**config.mk**
```make
export PLATFORM = sky130hd
export DESIGN_NAME = fetch_sequencer_flat
export DESIGN_NICKNAME = d
export VERILOG_FILES = /design/src/rtl/fetch_sequencer_if.sv /design/src/rtl/fetch_sequencer.sv /design/src/flat_wrapper.sv
export SDC_FILE = /design/constraint.sdc
export NUM_CORES = 1
export LEC_CHECK = 0
export CELL_PAD_IN_SITES_DETAIL_PLACEMENT = 0
export CELL_PAD_IN_SITES_GLOBAL_PLACEMENT = 1
export CORE_ASPECT_RATIO = 0.7
export CORE_UTILIZATION = 34
export DETAILED_ROUTE_END_ITERATION = 8
export PLACE_DENSITY = 0.77
export SETUP_SLACK_MARGIN = 0.5
export SLEW_MARGIN = 10
export SYNTH_ARGS = -nofsm -noshare
export SYNTH_HDL_FRONTEND = slang
export SYNTH_SLANG_ARGS = --single-unit
```
**constraint.sdc**
```tcl
create_clock -name clk -period 2.6 [get_ports clk]
set_clock_uncertainty 0.2 [all_clocks]
set_input_delay 0.78 -clock clk [delete_from_list [all_inputs] [get_ports clk]]
set_output_delay 0.78 -clock clk [all_outputs]
set_load 0.02 [all_outputs]
```
**src/rtl/fetch_sequencer_if.sv**
```systemverilog
// Handshake bundle between the fetch sequencer, the instruction memory and the decode stage.
// Valid/ready rules:
//   - Memory side: mem_req is the valid, and mem_ack is the ready/complete strobe.
//     mem_addr holds while mem_req=1 and mem_ack=0. mem_rdata is meaningful only with mem_ack.
//   - Decode side: if_valid is the valid, and !stall is the ready. The slot transfers when
//     if_valid=1 and stall=0.
interface fetch_sequencer_if;
  logic        stall;
  logic        redirect_valid;
  logic [31:0] redirect_pc;
  logic        mem_req;
  logic [31:0] mem_addr;
  logic        mem_ack;
  logic [31:0] mem_rdata;
  logic        if_valid;
  logic [31:0] if_pc;
  logic [31:0] if_instr;
  logic        fetch_error;

  modport master (
    input  stall, redirect_valid, redirect_pc, mem_ack, mem_rdata,
    output mem_req, mem_addr, if_valid, if_pc, if_instr, fetch_error
  );

  modport slave (
    output stall, redirect_valid, redirect_pc, mem_ack, mem_rdata,
    input  mem_req, mem_addr, if_valid, if_pc, if_instr, fetch_error
  );
endinterface

```
**src/rtl/fetch_sequencer.sv**
```systemverilog
// Instruction fetch sequencer: single IF/ID slot, redirect with drain of an in-flight request, and a sticky timeout.
// Optional macro FETCH_PERF_CNT_EN adds the fetch_count and stall_count performance counters.
module fetch_sequencer #(
  parameter logic [31:0] RESET_PC = 32'h0000_0000,
  parameter int unsigned TIMEOUT  = 16
) (
  input  logic                  clk,
  input  logic                  reset,
  fetch_sequencer_if.master     bus,
  output logic [1:0]            o_dbg_state
`ifdef FETCH_PERF_CNT_EN
  ,
  output logic [31:0]           fetch_count,
  output logic [31:0]           stall_count
`endif
);

  typedef enum logic [1:0] {
    ST_IDLE  = 2'd0,
    ST_REQ   = 2'd1,
    ST_DRAIN = 2'd2,
    ST_ERR   = 2'd3
  } state_t;

  state_t      r_state;
  state_t      w_state_nxt;
  logic [31:0] r_pc;
  logic [31:0] r_drain_addr;
  logic [7:0]  r_wait_cnt;
  logic        r_if_valid;
  logic [31:0] r_if_pc;
  logic [31:0] r_if_instr;
  logic        r_error;

  logic        w_mem_req;
  logic [31:0] w_mem_addr;
  logic        w_redirect;
  logic        w_wait_pend;
  logic        w_timeout;
  logic        w_load;
  logic [31:0] w_redirect_tgt;

  assign w_redirect     = bus.redirect_valid && (r_state != ST_ERR);
  assign w_redirect_tgt = bus.redirect_pc & 32'hFFFF_FFFC;
  assign w_wait_pend    = w_mem_req && !bus.mem_ack;
  // A redirect restarts the wait window, so it also masks the timeout.
  assign w_timeout      = w_wait_pend && !w_redirect && (r_wait_cnt == 8'(TIMEOUT - 1));
  assign w_load         = (r_state == ST_REQ) && w_mem_req && bus.mem_ack && !bus.redirect_valid;

  always_ff @(posedge clk or negedge reset) begin
    if (!reset) r_state <= ST_IDLE;
    else        r_state <= w_state_nxt;
  end

  always_comb begin
    w_state_nxt = r_state;
    case (r_state)
      ST_IDLE:  w_state_nxt = ST_REQ;
      ST_REQ: begin
        if (w_redirect)     w_state_nxt = w_wait_pend ? ST_DRAIN : ST_REQ;
        else if (w_timeout) w_state_nxt = ST_ERR;
      end
      ST_DRAIN: begin
        if (bus.mem_ack)    w_state_nxt = ST_REQ;
        else if (w_timeout) w_state_nxt = ST_ERR;
      end
      default:  w_state_nxt = ST_ERR;
    endcase
  end

  always_comb begin
    w_mem_req  = 1'b0;
    w_mem_addr = r_pc;
    case (r_state)
      ST_REQ:   w_mem_req = !r_if_valid || !bus.stall;
      ST_DRAIN: begin
        w_mem_req  = 1'b1;
        w_mem_addr = r_drain_addr;
      end
      default:  w_mem_req = 1'b0;
    endcase
  end

  always_ff @(posedge clk or negedge reset) begin
    if (!reset) begin
      r_pc         <= RESET_PC;
      r_drain_addr <= 32'h0;
      r_wait_cnt   <= 8'h0;
      r_error      <= 1'b0;
    end else begin
      if (w_redirect)  r_pc <= w_redirect_tgt;
      else if (w_load) r_pc <= r_pc + 32'd4;
      // The abandoned address is remembered so the bus stays stable until its ack.
      if (r_state == ST_REQ && w_redirect && w_wait_pend) r_drain_addr <= r_pc;
      if (w_redirect || !w_mem_req || bus.mem_ack) r_wait_cnt <= 8'h0;
      else                                          r_wait_cnt <= r_wait_cnt + 8'd1;
      if (w_timeout) r_error <= 1'b1;
    end
  end

  always_ff @(posedge clk or negedge reset) begin
    if (!reset) begin
      r_if_valid <= 1'b0;
      r_if_pc    <= 32'h0;
      r_if_instr <= 32'h0;
    end else if (w_redirect || w_timeout) begin
      r_if_valid <= 1'b0;
    end else if (w_load) begin
      r_if_valid <= 1'b1;
      r_if_pc    <= r_pc;
      r_if_instr <= bus.mem_rdata;
    end else if (r_if_valid && !bus.stall) begin
      r_if_valid <= 1'b0;
    end
  end

`ifdef FETCH_PERF_CNT_EN
  logic [31:0] r_fetch_count;
  logic [31:0] r_stall_count;

  always_ff @(posedge clk or negedge reset) begin
    if (!reset) begin
      r_fetch_count <= 32'h0;
      r_stall_count <= 32'h0;
    end else begin
      if (w_load)                   r_fetch_count <= r_fetch_count + 32'd1;
      if (r_if_valid && bus.stall)  r_stall_count <= r_stall_count + 32'd1;
    end
  end

  assign fetch_count = r_fetch_count;
  assign stall_count = r_stall_count;
`endif

  assign bus.mem_req     = w_mem_req;
  assign bus.mem_addr    = w_mem_addr;
  assign bus.if_valid    = r_if_valid;
  assign bus.if_pc       = r_if_pc;
  assign bus.if_instr    = r_if_instr;
  assign bus.fetch_error = r_error;
  assign o_dbg_state     = r_state;

endmodule

```
**src/flat_wrapper.sv**
```systemverilog
// flat-port wrapper written by rule: the top's interface ports become plain ports
module fetch_sequencer_flat 
#(
  parameter logic [31:0] RESET_PC = 32'h0000_0000,
  parameter int unsigned TIMEOUT  = 16
)
  (clk, reset, o_dbg_state, bus_stall, bus_redirect_valid, bus_redirect_pc, bus_mem_ack, bus_mem_rdata, bus_mem_req, bus_mem_addr, bus_if_valid, bus_if_pc, bus_if_instr, bus_fetch_error);
  fetch_sequencer_if bus_i ();
  input  logic clk;
  input  logic reset;
  output logic [1:0] o_dbg_state;
  input wire logic [$bits(bus_i.stall)-1:0] bus_stall;
  input wire logic [$bits(bus_i.redirect_valid)-1:0] bus_redirect_valid;
  input wire logic [$bits(bus_i.redirect_pc)-1:0] bus_redirect_pc;
  input wire logic [$bits(bus_i.mem_ack)-1:0] bus_mem_ack;
  input wire logic [$bits(bus_i.mem_rdata)-1:0] bus_mem_rdata;
  output wire logic [$bits(bus_i.mem_req)-1:0] bus_mem_req;
  output wire logic [$bits(bus_i.mem_addr)-1:0] bus_mem_addr;
  output wire logic [$bits(bus_i.if_valid)-1:0] bus_if_valid;
  output wire logic [$bits(bus_i.if_pc)-1:0] bus_if_pc;
  output wire logic [$bits(bus_i.if_instr)-1:0] bus_if_instr;
  output wire logic [$bits(bus_i.fetch_error)-1:0] bus_fetch_error;
  assign bus_i.stall = bus_stall;
  assign bus_i.redirect_valid = bus_redirect_valid;
  assign bus_i.redirect_pc = bus_redirect_pc;
  assign bus_i.mem_ack = bus_mem_ack;
  assign bus_i.mem_rdata = bus_mem_rdata;
  assign bus_mem_req = bus_i.mem_req;
  assign bus_mem_addr = bus_i.mem_addr;
  assign bus_if_valid = bus_i.if_valid;
  assign bus_if_pc = bus_i.if_pc;
  assign bus_if_instr = bus_i.if_instr;
  assign bus_fetch_error = bus_i.fetch_error;
  fetch_sequencer #(.RESET_PC(RESET_PC), .TIMEOUT(TIMEOUT)) u_core (.clk(clk), .reset(reset), .bus(bus_i), .o_dbg_state(o_dbg_state));
endmodule
```
==> impl_metrics.ini <==
[clock_tree]
htree_levels = 4
numCtsBuffers = 17
clk_latency_ps = 420
clkTransAtPathRegs_ps = 50
cts_buffer_depth = 2
cts.sinks = 134
cts_root_buf = clkbuf_16
cts_tree = built

[critical_path]
critPathMostFrequentCell = buf_6
critPathKind = reg -> out
arrival_ps = 1850
worstPathRequired_ps = 1620
critPathMaxFanout = 6
startpoint_type = register
cp_cell_sequence = inv_2 > ha_4 > buf_6 > buf_12 > mux2_4 > buf_6
critPathMaxStageDelay_ps = 400
cp_slowest_cell = dfrtp_2
worstSetupEndpointType = output pin

[grt]
antenna_found_initial = 0
grt_max_degree = 53
track_usage_pct = 23.0
grt_first_pass_wirelength_um = 34200
overflow = 0
grt_pass1_vias = 6002

[floorplanning]
die_w_um = 166
start_util_pct = 35.2
dieArea_um2 = 19500
coreArea_um2 = 18300
rows = 41
io_pins = 170
die_h_um = 117

[final_layout]
fin_cells = 1081
diodes = 0
design_area_um2 = 11100
multi_input_area_um2 = 3780
layout_commonest_cell = dfrtp_1
nFillCells = 1410
final_cell_mix = 131 x dfrtp_1, 110 x mux2_4, 85 x buf_6, 62 x clkdlybuf4s50_1, 53 x buf_4
final_nets = 908
drive_gt1_share_pct = 51.4
area_growth_pct = 73.5
regArea_um2 = 3360
fin_util_pct = 61.0

[timing]
slew_headroom_pct = 60.5
post-route-period-util_pct = 109
maxSlewViolCount = 0
fin_crit_ps = 2830
hold_viol_final = 0
fin_ws_ps = -229
clock.fmax_mhz = 353
setup_violations = 98
tightest_slew_ps = 591
grt_setup_unrepaired = yes

[power]
p_leak_uw = 0.00521
intPower_uw = 8590
power_frac_seq_pct = 26.9
vdd_drop_max_mv = 0.691
switchingPower_uw = 5110
power_density_nw_per_um2 = 1230
switching_share_pct = 37.3
p_comb_share_pct = 55.2
p_total_uw = 13700
clkPwrFrac_pct = 17.9

[run_status]
outcome = finished with violations
violations = DRC, setup timing

[synth]
synth_edf_count = 0
ys_ff_latch = 134
synth_area_per_cell_um2 = 11.6
netlist_instances = 556
synthFlopType = dfrtp_1
async_flop_share_pct = 100
ys_types = 51
yosysWarnings = 0
seq_area_frac_synth_pct = 52.2
synth_area_um2 = 6420

[placed_design]
gp_congestion = 0.823
io_buffer_count = 163
post_dp_cell_area_um2 = 8950
dp_slack_ps = -560
dp_hpwl_um = 13400
dp_cells = 988

[route]
drt-total-wl_um = 22700
detail_route.wl_per_cell_um = 21.0
vias = 5874
via_per_inst = 5.43
remaining_drc_errors = 12
drt-initial-drc-count = 409
firstDrtPassIters = 7
antenna_left = 0

[worst_hold_path]
hp-class = in -> async

[flow_run]
drv_cap = 0
## stage by stage
stage / setup TNS [ps] / hold slack [ps]
finish: -8010 / 119
global route: -15830 / 151
CTS: -5430 / 134
detailed placement: -23730 / 251
global placement: -16640 / 235
floorplan: 0 / 225
## final timing paths
check | startpoint | to | slack [ps] | cells past startpoint
worst max register to register | u_core.o_dbg_state[0]$_DFF_PN0_ | u_core.r_pc[15]$_DFFE_PN0P_ | -110 | 11
min in group clk | u_core.r_wait_cnt[0]$_DFF_PN0_ | u_core.r_wait_cnt[0]$_DFF_PN0_ | 280 | 1
worst min register to register | u_core.r_wait_cnt[0]$_DFF_PN0_ | u_core.r_wait_cnt[0]$_DFF_PN0_ | 280 | 1
max in group asynchronous | reset | u_core.r_drain_addr[8]$_DFFE_PN0P_ | 1400 | 2
worst max-delay path | u_core.o_dbg_state[0]$_DFF_PN0_ | bus_mem_addr[19] | -230 | 6
worst min-delay path | reset | u_core.r_wait_cnt[1]$_DFF_PN0_ | 120 | 1
## power by group through the flow
| stage | clock [uW] | sequential [uW] | combinational, uW |
|---|---|---|---|
| floorplan | 0 | 4140 | 2670 |
| global placement | 0 | 3530 | 5840 |
| detailed placement | 0 | 3600 | 5960 |
| CTS | 2470 | 3630 | 7180 |
| global route | 2570 | 3790 | 7990 |
| finish | 2450 | 3690 | 7570 |
## metal layers
metal	GRT usage (%)	vias up	wire (um)
met3	4.30	38	1290
met1	32.1	3007	10500
li1	-	2593	-
met4	6.30	0	339
met2	36.9	236	10600
met5	0	-	0
## cells in the mapped netlist, types with 9 or more instances
cell / instances / area (um2)
a31oi_1: 17 / 106
buf_2: 11 / 55.1
nor2_1: 26 / 97.6
mux2_2: 108 / 1220
clkbuf_1: 19 / 71.3
dfrtp_1: 134 / 3350
nand3_1: 16 / 80.1
nand4_1: 10 / 62.6
a21oi_1: 9 / 45.0
o21ai_0: 26 / 130
nand2_1: 41 / 154
o211ai_1: 10 / 75.1
or4_1: 10 / 75.1
or3_1: 9 / 56.3
## cell families (layout without fill, tap and decap cells)
family | Yosys count | after routing | share of synthesized area (%)
buf+inv | 50 | 334 | 3.55
simple gates | 159 | 161 | 13.8
xor+xnor | 8 | 8 | 1.09
flops | 134 | 134 | 52.2
compound gates | 87 | 87 | 8.75
other cells | 1 | 4 | 0.0584
fa+ha+maj | 6 | 6 | 1.17
mux | 111 | 111 | 19.4
## final cells by class
| class | instances | share of cell area (%) |
|---|---|---|
| inverter | 7 | 0.281 |
| sequential | 134 | 30.1 |
| tap | 236 | 2.65 |
| timing repair buffer | 296 | 27.8 |
| multi-input combinational | 377 | 33.9 |
| clock inverter | 9 | 1.14 |
| clock buffer | 22 | 4.07 |
## sequential cells by signal, summed over array words and instances (netlist names)
name                    cells
u_core.bus.if_instr        32
u_core.bus.if_pc           30
u_core.r_drain_addr        30
u_core.r_pc                30
u_core.r_wait_cnt           8
u_core.o_dbg_state          2
u_core.bus.fetch_error      1
u_core.bus.if_valid         1
## critical path, delay by kind of cell, from the launching register on
kind                       cells  cell delay (ps)
DFF                            1              400
muxes                          1              310
buffers and inverters          4              490
adders and majority gates      1              210
## repair_timing
item | 4_1_cts | 5_1_grt
pin swaps | 39 | 32
gates resized for setup | 523 | 131
hold buffers | 0 | 0
endpoints found under the hold margin | 0 | 0
setup buffers | 36 | 12
setup endpoints to repair | 223 | 216
gates cloned | 11 | 3
Note: power is estimated with default switching activity, not from simulation.
